<file path="src/rtl/zebra_pkg.sv">
// Shared types for the zebra crossing pipeline: pixel codes, writer FSM states and a
// majority-vote helper.
package zebra_pkg;

  typedef logic [1:0] pix_code_t;

  localparam pix_code_t PIX_BLACK   = 2'b00;
  localparam pix_code_t PIX_WHITE   = 2'b01;
  localparam pix_code_t PIX_VISITED = 2'b10;

  typedef enum logic [1:0] {
    StIdle,
    StWrite,
    StWaitDet
  } writer_state_e;

  function automatic logic maj3(input logic a, input logic b, input logic c);
    return (a & b) | (a & c) | (b & c);
  endfunction

endpackage

</file>
<file path="src/rtl/row_majority3.sv">
// 3-tap horizontal majority filter over binarised pixels. Emits each pixel once its right
// neighbour arrives; the last pixel of a row is flushed on the cycle after eol.
module row_majority3
  import zebra_pkg::*;
#(
  parameter int unsigned AddrW = 19
) (
  input  logic             clk_i,
  input  logic             rst_i,
  input  logic             in_valid_i,
  input  logic             in_bit_i,
  input  logic             in_first_i,
  input  logic             in_last_i,
  input  logic [AddrW-1:0] in_addr_i,
  output logic             out_valid_o,
  output pix_code_t        out_code_o,
  output logic [AddrW-1:0] out_addr_o
);

  logic             prev_q, prev_d;
  logic             cur_q, cur_d;
  logic             flush_q, flush_d;
  logic [AddrW-1:0] cur_addr_q, cur_addr_d;
  logic             out_valid_q, out_valid_d;
  pix_code_t        out_code_q, out_code_d;
  logic [AddrW-1:0] out_addr_q, out_addr_d;

  always_comb begin
    prev_d      = prev_q;
    cur_d       = cur_q;
    flush_d     = 1'b0;
    cur_addr_d  = cur_addr_q;
    out_valid_d = 1'b0;
    out_code_d  = out_code_q;
    out_addr_d  = out_addr_q;

    // Right edge replicates the held pixel.
    if (flush_q) begin
      out_valid_d = 1'b1;
      out_code_d  = maj3(prev_q, cur_q, cur_q) ? PIX_WHITE : PIX_BLACK;
      out_addr_d  = cur_addr_q;
    end

    if (in_valid_i) begin
      if (in_first_i) begin
        // Left edge replicates the first pixel; nothing to emit yet.
        prev_d     = in_bit_i;
        cur_d      = in_bit_i;
        cur_addr_d = in_addr_i;
      end else begin
        out_valid_d = 1'b1;
        out_code_d  = maj3(prev_q, cur_q, in_bit_i) ? PIX_WHITE : PIX_BLACK;
        out_addr_d  = cur_addr_q;
        prev_d      = cur_q;
        cur_d       = in_bit_i;
        cur_addr_d  = in_addr_i;
        flush_d     = in_last_i;
      end
    end
  end

  always_ff @(posedge clk_i) begin
    if (rst_i) begin
      prev_q      <= 1'b0;
      cur_q       <= 1'b0;
      flush_q     <= 1'b0;
      cur_addr_q  <= '0;
      out_valid_q <= 1'b0;
      out_code_q  <= PIX_BLACK;
      out_addr_q  <= '0;
    end else begin
      prev_q      <= prev_d;
      cur_q       <= cur_d;
      flush_q     <= flush_d;
      cur_addr_q  <= cur_addr_d;
      out_valid_q <= out_valid_d;
      out_code_q  <= out_code_d;
      out_addr_q  <= out_addr_d;
    end
  end

  assign out_valid_o = out_valid_q;
  assign out_code_o  = out_code_q;
  assign out_addr_o  = out_addr_q;

endmodule

</file>
<file path="src/rtl/binary_frame_writer.sv">
// Thresholds a streamed grayscale frame into the shared image BRAM and hands it to the
// detector. Define BINARIZE_MAJORITY_EN to add a 3-tap horizontal majority filter.
module binary_frame_writer
  import zebra_pkg::*;
#(
  parameter int unsigned IMG_WIDTH         = 640,
  parameter int unsigned IMG_HEIGHT        = 480,
  parameter logic [7:0]  DEFAULT_THRESHOLD = 8'd128,
  localparam int unsigned AddrW            = $clog2(IMG_WIDTH * IMG_HEIGHT)
) (
  input  logic             clk,
  input  logic             rst,
  input  logic             pix_valid,
  input  logic [7:0]       pix_data,
  input  logic             pix_sof,
  input  logic             pix_eol,
  input  logic             thr_wr,
  input  logic [7:0]       thr_data,
  output logic [AddrW-1:0] bram_wr_addr,
  output logic [1:0]       bram_wr_data,
  output logic             bram_wr_en,
  output logic             valid_to_read,
  input  logic             detection_valid,
  output logic             frame_err,
  output logic [15:0]      frames_dropped
);

  localparam int unsigned ColW = (IMG_WIDTH > 1) ? $clog2(IMG_WIDTH) : 1;
  localparam logic [ColW-1:0]  LastCol  = ColW'(IMG_WIDTH - 1);
  localparam logic [AddrW-1:0] LastAddr = AddrW'(IMG_WIDTH * IMG_HEIGHT - 1);

  writer_state_e    state_q, state_d;
  logic [ColW-1:0]  col_q, col_d;
  logic [AddrW-1:0] addr_q, addr_d;
  logic [7:0]       thr_q, thr_d;
  logic [7:0]       thr_act_q, thr_act_d;
  logic             valid_q, valid_d;
  logic             err_q, err_d;
  logic [15:0]      dropped_q, dropped_d;

  logic             sof_accept;
  logic             px_we;
  logic [AddrW-1:0] px_addr;
  logic [7:0]       thr_use;
  logic             px_bit;

  always_comb begin
    state_d    = state_q;
    col_d      = col_q;
    addr_d     = addr_q;
    thr_d      = thr_wr ? thr_data : thr_q;
    thr_act_d  = thr_act_q;
    err_d      = 1'b0;
    dropped_d  = dropped_q;
    sof_accept = 1'b0;
    px_we      = 1'b0;
    px_addr    = addr_q;

    case (state_q)
      StIdle: begin
        if (pix_valid && pix_sof) sof_accept = 1'b1;
      end
      StWrite: begin
        if (pix_valid) begin
          if (pix_sof) begin
            sof_accept = 1'b1;
            err_d      = 1'b1;
          end else if (pix_eol != (col_q == LastCol)) begin
            // Misplaced or missing eol: abandon the partial frame.
            err_d   = 1'b1;
            state_d = StIdle;
          end else begin
            px_we  = 1'b1;
            addr_d = addr_q + AddrW'(1);
            if (pix_eol) begin
              col_d = '0;
              if (addr_q == LastAddr) state_d = StWaitDet;
            end else begin
              col_d = col_q + ColW'(1);
            end
          end
        end
      end
      StWaitDet: begin
        if (pix_valid && pix_sof && (dropped_q != 16'hFFFF)) dropped_d = dropped_q + 16'd1;
        if (detection_valid) state_d = StIdle;
      end
      default: state_d = StIdle;
    endcase

    if (sof_accept) begin
      px_we     = 1'b1;
      px_addr   = '0;
      addr_d    = AddrW'(1);
      col_d     = ColW'(1);
      state_d   = StWrite;
      thr_act_d = thr_q;
    end

    // The shadow threshold switches only at an accepted sof, including for that pixel.
    thr_use = sof_accept ? thr_q : thr_act_q;
    px_bit  = (pix_data >= thr_use);

    valid_d = valid_q;
    if (state_q == StWaitDet) begin
      if (detection_valid) begin
        valid_d = 1'b0;
      end else if (bram_wr_en && (bram_wr_addr == LastAddr)) begin
        valid_d = 1'b1;
      end
    end
  end

  always_ff @(posedge clk) begin
    if (rst) begin
      state_q   <= StIdle;
      col_q     <= '0;
      addr_q    <= '0;
      thr_q     <= DEFAULT_THRESHOLD;
      thr_act_q <= DEFAULT_THRESHOLD;
      valid_q   <= 1'b0;
      err_q     <= 1'b0;
      dropped_q <= '0;
    end else begin
      state_q   <= state_d;
      col_q     <= col_d;
      addr_q    <= addr_d;
      thr_q     <= thr_d;
      thr_act_q <= thr_act_d;
      valid_q   <= valid_d;
      err_q     <= err_d;
      dropped_q <= dropped_d;
    end
  end

  assign valid_to_read  = valid_q;
  assign frame_err      = err_q;
  assign frames_dropped = dropped_q;

`ifdef BINARIZE_MAJORITY_EN
  logic      px_first;
  pix_code_t flt_code;

  assign px_first = sof_accept | (col_q == '0);

  row_majority3 #(
    .AddrW(AddrW)
  ) u_row_majority3 (
    .clk_i      (clk),
    .rst_i      (rst),
    .in_valid_i (px_we),
    .in_bit_i   (px_bit),
    .in_first_i (px_first),
    .in_last_i  (pix_eol),
    .in_addr_i  (px_addr),
    .out_valid_o(bram_wr_en),
    .out_code_o (flt_code),
    .out_addr_o (bram_wr_addr)
  );

  assign bram_wr_data = flt_code;
`else
  logic             wr_en_q, wr_en_d;
  logic [AddrW-1:0] wr_addr_q, wr_addr_d;
  pix_code_t        wr_data_q, wr_data_d;

  always_comb begin
    wr_en_d   = px_we;
    wr_addr_d = px_we ? px_addr : wr_addr_q;
    wr_data_d = wr_data_q;
    if (px_we) wr_data_d = px_bit ? PIX_WHITE : PIX_BLACK;
  end

  always_ff @(posedge clk) begin
    if (rst) begin
      wr_en_q   <= 1'b0;
      wr_addr_q <= '0;
      wr_data_q <= PIX_BLACK;
    end else begin
      wr_en_q   <= wr_en_d;
      wr_addr_q <= wr_addr_d;
      wr_data_q <= wr_data_d;
    end
  end

  assign bram_wr_en   = wr_en_q;
  assign bram_wr_addr = wr_addr_q;
  assign bram_wr_data = wr_data_q;
`endif

endmodule

</file>
<file path="config.mk">
export PLATFORM = sky130hd
export DESIGN_NAME = binary_frame_writer
export DESIGN_NICKNAME = d
export VERILOG_FILES = /design/src/rtl/zebra_pkg.sv /design/src/rtl/row_majority3.sv /design/src/rtl/binary_frame_writer.sv
export SDC_FILE = /design/constraint.sdc
export NUM_CORES = 1
export LEC_CHECK = 0
export ABC_CLOCK_PERIOD_IN_PS = 2900
export CORE_MARGIN = 3
export CORE_UTILIZATION = 54
export CTS_CLUSTER_DIAMETER = 200
export DETAILED_ROUTE_END_ITERATION = 10
export PLACE_DENSITY_LB_ADDON = 0.3
export SETUP_SLACK_MARGIN = 0.05
export SLEW_MARGIN = 20
export SYNTH_ARGS = -nofsm -noshare
export SYNTH_HDL_FRONTEND = slang
export SYNTH_SLANG_ARGS = --single-unit
</file>
<file path="constraint.sdc">
create_clock -name clk -period 2.9 [get_ports clk]
set_input_delay 0.435 -clock clk [delete_from_list [all_inputs] [get_ports clk]]
set_output_delay 0.435 -clock clk [all_outputs]
set_load 0.01 [all_outputs]
</file>
# Yosys cells after proc, flatten, opt, wreduce, memory -nomap -nowiden
# Cells that the tools add are included.
dict set report classes {
  muxes 35
  n_eq_ne 20
  n_addsub 3
  n_reduce_logical 15
  magnitude_cmp 1
  bitwise_logic 5
}
# op count
set op_table {}
lappend op_table {{19-bit equality test, second input constant} 2}
lappend op_table {{1-bit 2-to-1 mux} 24}
lappend op_table {{19-bit by 1-bit adder with 19-bit output, second input constant} 1}
lappend op_table {{19-bit 2-to-1 mux} 1}
lappend op_table {{16-bit by 1-bit adder with 16-bit output, second input constant} 1}
lappend op_table {{16-bit inequality test, second input constant} 1}
lappend op_table {{3-bit inequality test, second input constant} 5}
lappend op_table {{2-bit 2-to-1 mux} 6}
lappend op_table {{6-bit AND reduction} 2}
lappend op_table {{10-bit by 1-bit adder with 10-bit output, second input constant} 1}
lappend op_table {{10-bit equality test, second input constant} 1}
lappend op_table {{10-bit 2-to-1 mux} 1}
lappend op_table {{2-bit inequality test, second input constant} 5}
lappend op_table {{8-bit >= comparator} 1}
lappend op_table {{8-bit 2-to-1 mux} 1}
lappend op_table {{4-bit inequality test, second input constant} 2}
lappend op_table {{4-bit AND reduction} 2}
lappend op_table {{2-bit case mux with 3 select lines} 1}
lappend op_table {{2-bit nonzero test} 3}
lappend op_table {{1-bit inverter} 5}
lappend op_table {{2-bit AND reduction} 2}
lappend op_table {{1-bit logical AND} 3}
lappend op_table {{3-bit OR reduction} 1}
lappend op_table {{2-bit by 1-bit equality test with 1-bit output, second input constant} 1}
lappend op_table {{other kinds (6)} 6}
dict set report word_totals {
  input_bits 23
  reg_bits 87
  output_inout_bits 40
  elab_cells 93
}

# Depth between registers and ports, before layout
# Gate-level depths: netlist (run 1).
dict set report logic_depth {
  ltp_word 8
  mapped_depth 11
  mapped_depth_nobuf 10
}

# Worst setup path before layout (run 1)
# No wires, ideal clock.
dict set report synth_path {
  path_type {input -> register}
  startpoint {input port pix_sof}
  endpoint {register wr_data_q[0], in the netlist bram_wr_data[0]}
  t_required_ns 2.769
  path_slack_ns 0.614
  t_arrival_ns 2.155
  path_stages 10
  setup_ns 0.131
  n_path_buf 2
  cell_sequence {nand2_1 -> or2_2 -> clkbuf_1 -> clkbuf_1 -> mux2i_1 -> ha_1 -> a21oi_1 -> a21oi_1 -> o22ai_1 -> o31ai_1}
}
dict set report synth_via {
  elab_chain_len 6
  word_cells_on_any_way 12
  cone_classes {order compare: 1; mux: 10; reduce/logical: 1}
}
# item line_no
set synth_lines {}
lappend synth_lines {{start, declared} binary_frame_writer.sv:15} ;# input logic pix_sof,
lappend synth_lines {{1-bit 2-to-1 mux / 1-bit logical AND (equally long branches)} {binary_frame_writer.sv:65, binary_frame_writer.sv:61}}
lappend synth_lines {{1-bit 2-to-1 mux, on equally long branches} {binary_frame_writer.sv:64, binary_frame_writer.sv:61}}
lappend synth_lines {{1-bit case mux with 2 select lines} binary_frame_writer.sv:59} ;# case (state_q)
lappend synth_lines {{8-bit 2-to-1 mux} n/a}
lappend synth_lines {{8-bit >= comparator} binary_frame_writer.sv:102} ;# px_bit = (pix_data >= thr_use);
lappend synth_lines {{1-bit 2-to-1 mux} binary_frame_writer.sv:171} ;# if (px_we) wr_data_d = px_bit ? PIX_WHITE : PIX_BLACK;
lappend synth_lines {{end signal, assigned} binary_frame_writer.sv:182} ;# wr_data_q <= wr_data_d;
lappend synth_lines {{end, declared} binary_frame_writer.sv:165} ;# pix_code_t wr_data_q, wr_data_d;
# Several ways; a longest one is shown, not always the timed one.
# A chain may end at the register's enable or synchronous reset.

# Final worst setup path (run 1)
# Ends and elaborated chain as after synthesis.

==> flow_summary_export.csv, run 1 <==
group,metric,value,unit
floorplanning,die-area,8600,µm²
global_routing,grt_max_degree,30,
route,wl_met2,4700,µm
cells_and_area,fin_area,5020,µm²
timing,worst_pin_slew,734,ps
cts,post_cts_resized,0,
floorplanning,die-width,92.7,µm
timing,setup_tns,0,ps
route,vias,3743,
route,first_pass_iters,5,
floorplanning,core_area,7060,µm²
worst_setup_path,critPathMaxStageDelay,480,ps
cts,cts_buffers,9,
worst_setup_path,path_delay_family,"compound AO/OA/AOI/OAI gates",
cts,cts_root_buffer,"clkbuf_8",
timing,setup_viol,0,
power_and_ir_drop,power_leakage,1.73,nW
hold_path,hp-class,"flip-flop to flip-flop",
timing,drv_slew,0,
cts,tritoncts,"done",
cells_and_area,diodes,0,
route,route.detailed.drc,0,
synth,yosys.area_share.xor_xnor,5.82,%
cts,clk_pin_slew_worst_paths,90,ps
route,antenna_left,0,
floorplanning,io-pin-count,63,
synth,synth_top_family_by_area,"simple AND/OR/NAND/NOR gates",
global_routing,first_global_vias,3562,
cts,post-cts-setup-buffers,0,
global_routing,gr-usage-all-layers,23.8,%
floorplanning,initial_core_util,57.6,%
worst_setup_path,cp_cell_sequence,"clkdlybuf4s50_1 -> nand2_1 -> or2_2 -> mux2i_1 -> ha_1 -> a211oi_1 -> o21ai_0 -> o22ai_1 -> o31ai_1",
power_and_ir_drop,power_density,443,nW/µm²
timing,fin_skew,6.35,ps
synth,avgSynthCellArea,8.43,µm²
timing,relSlewSlack,50.6,%
synth,ys_ff_latch,86,
synth,synth-main-ff-cell,"dfxtp_1",
worst_setup_path,endpoint_kind,"flip-flop",
worst_setup_path,critPathRequiredTime,3140,ps
cells_and_area,drive_gt1_share,8.00,%
run_status,run_status,"completed",
floorplanning,die_y,92.7,µm
timing,grt_setup_unrepaired,"false",
worst_setup_path,r2r_slack,640,ps
cts,cts_hold_buf,0,
cts,clockBufferDepth,2,
place,io_buffers,61,
synth,synthArstFlopShare,0,%
global_routing,grt_overflow,0,
synth,synthSimpleGateAreaFrac,27.7,%
cts,cts_sinks,86,
synth,synth_cell_types,58,
timing,hold_viol_final,0,
route,highest-signal-layer,"met4",
timing,fmax,428,MHz
route,routed_wl,9830,µm
global_routing,grt_antenna_before_repair,0,
synth,synth_edf_count,0,
cells_and_area,nets,579,
worst_setup_path,crit_type,"input pin to flip-flop",
route,drtIter0Drc,266,
place,gp_congestion,0.897,
synth,ys_warn_count,0,
route,vias_per_cell,5.79,
synth,synth_compound_area_share,13.3,%
synth,syn_nets,516,
cells_and_area,syn2layout_area_growth,23.7,%
cts,htreeDepth,3,
route,met1Wirelength,4280,µm
synth,yosysSeqAreaShare,42.4,%
timing,fin_crit,2340,ps
place,dpl_cell_area,4820,µm²
floorplanning,core.rowCount,30,
global_routing,grt_pass1_wl,16600,µm
worst_setup_path,startpoint_type,"input pin",
synth,synth_fa_ha_area_share,3.39,%
route,wire_per_inst,15.2,µm
route,wl_met3,729,µm
synth,synthesis.area,4060,µm²
timing,timing.final.crit_share,80.6,%
synth,muxShareOfSynthArea,3.70,%
run,drv_cap,0,
worst_setup_path,cp.arrival,2580,ps
worst_setup_path,cp.buffers_inverters,1,
worst_setup_path,cp_slowest_cell,"clkdlybuf4s50_1",
synth,synthCells,482,
worst_setup_path,worst-path-max-fanout,17,
place,dpl.hpwl,7090,µm
power_and_ir_drop,peakVddDrop,291,µV
cts,insertion_delay,360,ps
==> tightest hold or removal path: stages (launching register included) <==
cell,delay (ps)
dfxtp_1,330
nand2_1,60
a21oi_1,50
==> registers in the layout, summed over array words and instances (netlist names) <==
signal	cells
addr_q	19
thr_act_q	8
state_q	2
thr_q	8
valid_to_read	1
bram_wr_addr	19
bram_wr_data	1
col_q	10
frame_err	1
frames_dropped	16
bram_wr_en	1
==> final cells by class <==
type	instances	area, µm²
Inverter	13	48.8
Sequential cell	86	1720
Clock buffer	10	138
Tap cell	96	120
Clock inverter	6	68.8
Timing Repair Buffer	76	736
Fill cell	602	2030
Multi-Input combinational cell	359	2190
==> cells by family after synthesis <==
kind of cell	count (synthesis)
xor+xnor	27
other cells	1
fa+ha+maj	11
compound gates	84
flops	86
buf+inv	37
simple gates	221
mux	15
==> worst paths after layout <==
check / endpoint / from / cells after the start
max: bram_wr_data[0]$_SDFFE_PP0P_ / pix_sof / 9
min: bram_wr_addr[5]$_SDFFE_PP0P_ / bram_wr_addr[5]$_SDFFE_PP0P_ / 2
min reg2reg: bram_wr_addr[5]$_SDFFE_PP0P_ / bram_wr_addr[5]$_SDFFE_PP0P_ / 2
max reg2reg: state_q[1]$_SDFFE_PP0P_ / addr_q[3]$_SDFFE_PP0P_ / 5
==> per-stage QoR <==
step / power (W) / worst slack, ps / util, % / hold WS, ps / std cells
final: 0.00222 / 564 / 71.2 / 477 / 646
after detailed placement: 0.00138 / 205 / 68.3 / 457 / 630
after global routing: 0.00232 / 424 / 71.2 / 496 / 646
after CTS: 0.00224 / 593 / 71.2 / 465 / 646
after global placement: 0.00138 / 307 / 68.3 / 445 / 630
after floorplan: 0.00131 / 614 / - / 432 / 482
==> power by group <==
part / total, W / internal, W / leakage, nW / switching [W]
clock network: 0.000867 / 0.000427 / 0.103 / 0.000440
registers: 0.00120 / 0.00119 / 0.695 / 0.00000934
logic: 0.000154 / 0.0000716 / 0.935 / 0.0000825
total: 0.00222 / 0.00169 / 1.73 / 0.000531
==> synthesized netlist by cell type (2+ instances only) <==
cell type / n / area [µm²]
nor2b_1: 2 / 12.5
nand3_1: 22 / 110
or3_1: 6 / 37.5
nor4bb_1: 3 / 30.0
nor3_1: 7 / 35.0
nand2_1: 60 / 225
nand4_1: 19 / 119
o21ai_0: 10 / 50.1
a311oi_1: 2 / 17.5
o31ai_1: 4 / 30.0
or4_1: 5 / 37.5
or2_2: 4 / 25.0
a211o_1: 2 / 17.5
clkbuf_1: 17 / 63.8
buf_1: 2 / 7.51
a211oi_1: 11 / 82.6
o211ai_1: 2 / 15.0
nor4_1: 5 / 31.3
inv_1: 13 / 48.8
mux2i_1: 15 / 150
xor2_1: 6 / 52.6
dfxtp_1: 86 / 1720
a2111oi_0: 4 / 35.0
xnor2_1: 21 / 184
buf_2: 4 / 20.0
and2_1: 2 / 12.5
nor2_1: 60 / 225
a21oi_1: 37 / 185
nand2b_1: 3 / 18.8
a31oi_1: 2 / 12.5
and3_1: 8 / 50.1
and4_1: 2 / 17.5
ha_1: 11 / 138
==> metal layers <==
metal | GRT usage, % | vias to the layer above
met1 | 30.6 | 1739
li1 | - | 1842
met4 | 7.33 | 0
met5 | 0 | -
met2 | 39.8 | 149
met3 | 5.36 | 13
==> cells in the final DEF, fill, tap and decap left out, drive strengths merged, types with 3 or more instances in the layout <==
master and count:
dfxtp 86, clkdlybuf4s50 61, nand2 60, nor2 60, a21oi 37, nand3 23, xnor2 21, nand4 19
mux2i 15, buf 15, inv 15, a211oi 11, ha 11, o21ai 11, clkbuf 10, and3 8
nor3 8, or3 6, xor2 6, or4 6, nor4 6, o31ai 5, or2 4, a2111oi 4
nand2b 3, nor4bb 3
Note: power is estimated with default switching activity, not from simulation.
==> run 2: changes to the inputs <==
--- a/config.mk
+++ b/config.mk
@@ -5,7 +5,7 @@
 export SDC_FILE = /design/constraint.sdc
 export NUM_CORES = 1
 export LEC_CHECK = 0
-export ABC_CLOCK_PERIOD_IN_PS = 2900
+export ABC_CLOCK_PERIOD_IN_PS = 2200
 export CORE_MARGIN = 3
 export CORE_UTILIZATION = 54
 export CTS_CLUSTER_DIAMETER = 200
==> constraint.sdc (replaced) <==
create_clock -name clk -period 2.2 [get_ports clk]
set_input_delay 0.33 -clock clk [delete_from_list [all_inputs] [get_ports clk]]
set_output_delay 0.33 -clock clk [all_outputs]
set_load 0.01 [all_outputs]
==> flow_summary_export.csv, run 2 (same netlist as run 1, synthesis figures left out) <==
group,metric,value,unit
hold_path,hold_depth,2,
cells_and_area,nets,605,
timing,worst_pin_slew,522,ps
global_routing,grt_pass1_wl,17300,µm
timing,fin_skew,16.3,ps
route,first_pass_iters,5,
cells_and_area,multi_input_area,2200,µm²
cells_and_area,fin_util,74.0,%
global_routing,grt_antenna_before_repair,0,
cts,cts_hold_buf,0,
worst_setup_path,r2r.worst_path.cells,5,
worst_setup_path,endpoint_kind,"flip-flop",
timing,fin_ws,101,ps
timing,fmax,476,MHz
run_status,run_status,"completed",
cells_and_area,drive_gt1_share,12.5,%
cts,htreeDepth,3,
place,dpl.hpwl,7630,µm
cells_and_area,seq_area,1720,µm²
place,io_buffers,61,
worst_setup_path,cpMostUsedCell,"buf_4",
cells_and_area,diodes,0,
cells_and_area,layoutNonFillerInstCount,672,
place,place_worst_setup_slack,-268,ps
timing,relSlewSlack,64.3,%
cts,post-cts-setup-buffers,0,
timing,timing.final.crit_share,95.4,%
cells_and_area,syn2layout_area_growth,28.6,%
worst_setup_path,r2r_end,"state_q[1]$_SDFFE_PP0P_",
timing,hold_viol_final,0,
floorplanning,initial_core_util,57.6,%
worst_setup_path,crit_type,"input pin to flip-flop",
worst_setup_path,startpoint_type,"input pin",
worst_setup_path,critPathRequiredTime,2450,ps
route,route.detailed.drc,0,
floorplanning,core.rowCount,30,
hold_path,min_to,"bram_wr_addr[11]$_SDFFE_PP0P_",
cts,cts_root_buffer,"clkbuf_8",
cts,clockBufferDepth,2,
route,routed_wl,10300,µm
timing,drv_slew,0,
power_and_ir_drop,power_density,559,nW/µm²
floorplanning,io-pin-count,63,
floorplanning,die-width,92.7,µm
cts,clk_pin_slew_worst_paths,100,ps
route,antenna_left,0,
floorplanning,core_area,7060,µm²
worst_setup_path,r2r_slack,190,ps
cts,tritoncts,"done",
floorplanning,die-area,8600,µm²
global_routing,first_global_vias,3692,
floorplanning,die_y,92.7,µm
worst_setup_path,path_delay_family,"buffers and inverters",
place,dp_cells,656,
timing,fin_crit,2100,ps
run,drv_cap,0,
cells_and_area,nFillCells,561,
worst_setup_path,cp.buffers_inverters,3,
worst_setup_path,rr_startpoint,"addr_q[6]$_SDFFE_PP0P_",
worst_setup_path,worst-path-max-fanout,7,
cts,post_cts_resized,0,
power_and_ir_drop,peakVddDrop,366,µV
hold_path,hp-class,"flip-flop to flip-flop",
hold_path,min_from,"addr_q[11]$_SDFFE_PP0P_",
worst_setup_path,cp.arrival,2350,ps
cells_and_area,final_cell_mix,"dfxtp_1 (86), clkdlybuf4s50_1 (61), nand2_1 (60), nor2_1 (60), buf_4 (40)",
power_and_ir_drop,fin_total_pwr,0.00292,W
timing,grt_setup_unrepaired,"true",
route,vias_per_cell,5.78,
place,gp_congestion,0.880,
cts,cts_buffers,9,
cts,insertion_delay,380,ps
cts,cts_sinks,86,
global_routing,gr-usage-all-layers,24.7,%
global_routing,grt_max_degree,30,
route,drtIter0Drc,216,
worst_setup_path,cp_slowest_cell,"clkdlybuf4s50_1",
route,vias,3882,
worst_setup_path,cp_cell_sequence,"clkdlybuf4s50_1 -> buf_4 -> nand4b_2 -> or3_1 -> a2111oi_0 -> buf_4 -> xnor2_1 -> nor2_1",
power_and_ir_drop,power_leakage,1.86,nW
route,wire_per_inst,15.3,µm
cells_and_area,final_common_cell,"dfxtp_1",
worst_setup_path,critPathMaxStageDelay,500,ps
global_routing,grt_overflow,0,
timing,setup_viol,0,
==> run 2: cell count changes in the layout (fill, tap and decap cells not counted), sizes merged <==
cell	change
buf	+26
bufinv	-1
clkbuf	-1
clkinvlp	-1
inv	+3
==> run 2: worst max-delay path by stage <==
stage                             from                         endpoint  cells past startpoint
5_1_grt                      pix_valid  frames_dropped[13]$_SDFFE_PP0P_                      8
6_report                     pix_valid  frames_dropped[13]$_SDFFE_PP0P_                      8
4_1_cts                      pix_valid     bram_wr_data[0]$_SDFFE_PP0P_                      9
3_5_place_dp                 pix_valid     bram_wr_data[0]$_SDFFE_PP0P_                      9
3_3_place_gp                   pix_sof  frames_dropped[15]$_SDFFE_PP0P_                      8
2_1_floorplan  state_q[1]$_SDFFE_PP0P_     bram_wr_data[0]$_SDFFE_PP0P_                     10
==> run 2: where the power goes <==
group	switching [W]	internal [W]	total (W)	leakage (nW)
logic	0.000111	0.000106	0.000217	1.07
clock network	0.000665	0.000450	0.00111	0.101
registers	0.0000133	0.00157	0.00159	0.695
total	0.000789	0.00213	0.00292	1.86
==> run 2: metal layers <==
layer	track usage [%]	share of wire [%]	vias to the layer above
met2	41.7	48	132
met5	0	0	-
met1	31.6	44	1834
met3	4.79	6.1	16
li1	-	-	1900
met4	8.42	1.6	0
==> run 2: cell type report <==
class	instances	area share, %
Multi-Input combinational cell	359	42.2
Inverter	13	0.935
Clock buffer	9	2.37
Sequential cell	86	33.0
Clock inverter	7	1.41
Tap cell	96	2.30
Timing Repair Buffer	102	17.8
==> run 2: through the flow <==
step / TNS (ps) / hold WS [ps] / cell area, µm²
2_1_floorplan: 0 / 432 / 4060
3_3_place_gp: -1200 / 446 / 5010
3_5_place_dp: -2000 / 449 / 5010
4_1_cts: 0 / 458 / 5210
5_1_grt: 0 / 468 / 5220
6_report: 0 / 461 / 5220
==> run 2: worst min-delay path, stage by stage, from the launching register on <==
cell,delay [ps]
dfxtp_1,320
nand2_1,50
a21oi_1,50
==> run 3: changes to the inputs <==
--- a/config.mk
+++ b/config.mk
@@ -6,13 +6,13 @@
 export NUM_CORES = 1
 export LEC_CHECK = 0
 export ABC_CLOCK_PERIOD_IN_PS = 2200
-export CORE_MARGIN = 3
+export CORE_MARGIN = 8
 export CORE_UTILIZATION = 54
 export CTS_CLUSTER_DIAMETER = 200
 export DETAILED_ROUTE_END_ITERATION = 10
 export PLACE_DENSITY_LB_ADDON = 0.3
 export SETUP_SLACK_MARGIN = 0.05
-export SLEW_MARGIN = 20
+export SLEW_MARGIN = 40
 export SYNTH_ARGS = -nofsm -noshare
 export SYNTH_HDL_FRONTEND = slang
 export SYNTH_SLANG_ARGS = --single-unit
==> flow_summary_export.csv, run 3 (same netlist as run 1, synthesis figures left out) <==
group,metric,value,unit
global_routing,first_global_vias,3735,
timing,setup_viol,0,
worst_setup_path,cp.arrival,2360,ps
worst_setup_path,critPathMaxStageDelay,540,ps
worst_setup_path,r2r_slack,140,ps
power_and_ir_drop,seqPwrFrac,53.5,%
cells_and_area,diodes,0,
worst_setup_path,crit_type,"flip-flop to flip-flop",
cells_and_area,nets,611,
hold_path,min_from,"bram_wr_addr[6]$_SDFFE_PP0P_",
floorplanning,die-area,10600,µm²
place,gp_congestion,0.854,
hold_path,min_to,"bram_wr_addr[6]$_SDFFE_PP0P_",
cts,clk_pin_slew_worst_paths,90,ps
cells_and_area,final_cell_mix,"dfxtp_1 (84), nor2_1 (60), nand2_1 (59), clkdlybuf4s50_1 (59), buf_4 (46)",
power_and_ir_drop,p_int,0.00225,W
route,route.detailed.drc,0,
cts,clockBufferDepth,2,
cells_and_area,final_common_cell,"dfxtp_1",
cts,cts_buffers,9,
floorplanning,io-pin-count,63,
timing,fin_skew,10.5,ps
hold_path,hold_depth,2,
worst_setup_path,r2r.worst_path.cells,5,
global_routing,grt_overflow,0,
worst_setup_path,cp_cell_sequence,"nand4_1 -> or3_1 -> or4_4 -> a211oi_1 -> o211a_1",
route,vias_per_cell,5.71,
route,drtIter0Drc,204,
run,drv_cap,0,
global_routing,gr-usage-all-layers,20.9,%
timing,fin_ws,138,ps
place,dpl.hpwl,7980,µm
cells_and_area,syn2layout_area_growth,30.1,%
cells_and_area,drive_gt1_share,14.1,%
worst_setup_path,critPathRequiredTime,2500,ps
power_and_ir_drop,peakVddDrop,378,µV
cts,cts_sinks,86,
floorplanning,core.rowCount,31,
route,wire_per_inst,15.5,µm
worst_setup_path,rr_startpoint,"addr_q[6]$_SDFFE_PP0P_",
timing,relSlewSlack,65.8,%
global_routing,grt_antenna_before_repair,0,
timing,hold_ws,479,ps
cts,insertion_delay,360,ps
global_routing,grt_pass1_wl,17500,µm
cts,cts_hold_buf,0,
place,io_buffers,61,
cts,cts_root_buffer,"clkbuf_8",
power_and_ir_drop,clkPwrFrac,38.7,%
worst_setup_path,worst-path-max-fanout,4,
timing,hold_viol_final,0,
power_and_ir_drop,p_sw_share,24.2,%
power_and_ir_drop,switching_power,0.000718,W
worst_setup_path,cp_slowest_cell,"or4_4",
floorplanning,die-width,103,µm
cts,tritoncts,"done",
run_status,run_status,"completed",
route,vias,3890,
route,antenna_left,0,
worst_setup_path,endpoint_kind,"flip-flop",
timing,grt_setup_unrepaired,"false",
route,first_pass_iters,4,
timing,worst_pin_slew,511,ps
power_and_ir_drop,power_density,562,nW/µm²
floorplanning,initial_core_util,56.0,%
worst_setup_path,r2r_end,"state_q[1]$_SDFFE_PP0P_",
worst_setup_path,startpoint_type,"flip-flop",
cells_and_area,fin_util,72.8,%
floorplanning,core_area,7250,µm²
power_and_ir_drop,comb_power_share,7.7,%
hold_path,hp-class,"flip-flop to flip-flop",
floorplanning,die_y,103,µm
place,place_worst_setup_slack,-346,ps
timing,fin_crit,2060,ps
route,routed_wl,10500,µm
power_and_ir_drop,power_leakage,1.89,nW
timing,drv_slew,0,
timing,timing.final.crit_share,93.7,%
global_routing,grt_max_degree,25,
cts,htreeDepth,3,
timing,fmax,485,MHz
[run 3: how the worst max path moves through the flow]
stage,slack (ps),startpoint,end,cells past startpoint
after global placement,-280,pix_sof,bram_wr_data[0]$_SDFFE_PP0P_,9
after detailed placement,-350,pix_sof,bram_wr_data[0]$_SDFFE_PP0P_,10
after global routing,60,frames_dropped[0]$_SDFFE_PP0P_,frames_dropped[14]$_SDFFE_PP0P_,6
final,140,addr_q[6]$_SDFFE_PP0P_,state_q[1]$_SDFFE_PP0P_,5
after floorplan,120,state_q[1]$_SDFFE_PP0P_,bram_wr_data[0]$_SDFFE_PP0P_,10
after CTS,80,state_q[1]$_SDFFE_PP0P_,frames_dropped[14]$_SDFFE_PP0P_,5
[run 3: worst max-delay path, delay by kind of cell (launching register included)]
family	cells	cell delay [ps]
compound gates	2	490
flops	1	390
simple gates	3	1120
[run 3: timing repair]
| item | in CTS | in global routing |
|---|---|---|
| cloned | 0 | 1 |
| buffers inserted | 0 | 1 |
| resized for setup | 1 | 9 |
| pin swaps | 0 | 2 |
| endpoints found under the setup margin | 1 | 10 |
| endpoints found under the hold margin | 0 | 0 |
[run 3: cell type report]
class	count	area, µm²
tap	99	124
clock buffer	10	138
sequential	86	1720
inverter	13	48.8
clock inverter	6	70.1
timing repair buffer	107	961
multi-input combinational	360	2220
fill	580	1970
[run 3: layer usage]
| metal | wire length [µm] | up-vias | part of all wire (%) | global-route usage, % |
|---|---|---|---|---|
| li1 | - | 1908 | - | - |
| met3 | 610 | 25 | 5.8 | 4.39 |
| met5 | 0 | - | 0 | 0 |
| met2 | 5170 | 120 | 49 | 36.0 |
| met4 | 331 | 0 | 3.1 | 11.2 |
| met1 | 4440 | 1837 | 42 | 23.6 |
[run 3: per-stage QoR]
| step | setup TNS, ps | std cells | area, µm² | total power, W |
|---|---|---|---|---|
| 5_1_grt | 0 | 681 | 5280 | 0.00309 |
| 4_1_cts | 0 | 679 | 5250 | 0.00298 |
| 2_1_floorplan | 0 | 482 | 4060 | 0.00173 |
| 3_5_place_dp | -4660 | 663 | 5030 | 0.00184 |
| 6_report | 0 | 681 | 5280 | 0.00297 |
| 3_3_place_gp | -2870 | 663 | 5030 | 0.00184 |
[run 3: power groups by stage]
stage	Sequential (W)	Clock, W	Combinational, W
floorplan	0.00162	0	0.000112
global placement	0.00162	0	0.000212
detailed placement	0.00162	0	0.000219
CTS	0.00159	0.00117	0.000221
global route	0.00159	0.00125	0.000250
finish	0.00159	0.00115	0.000229
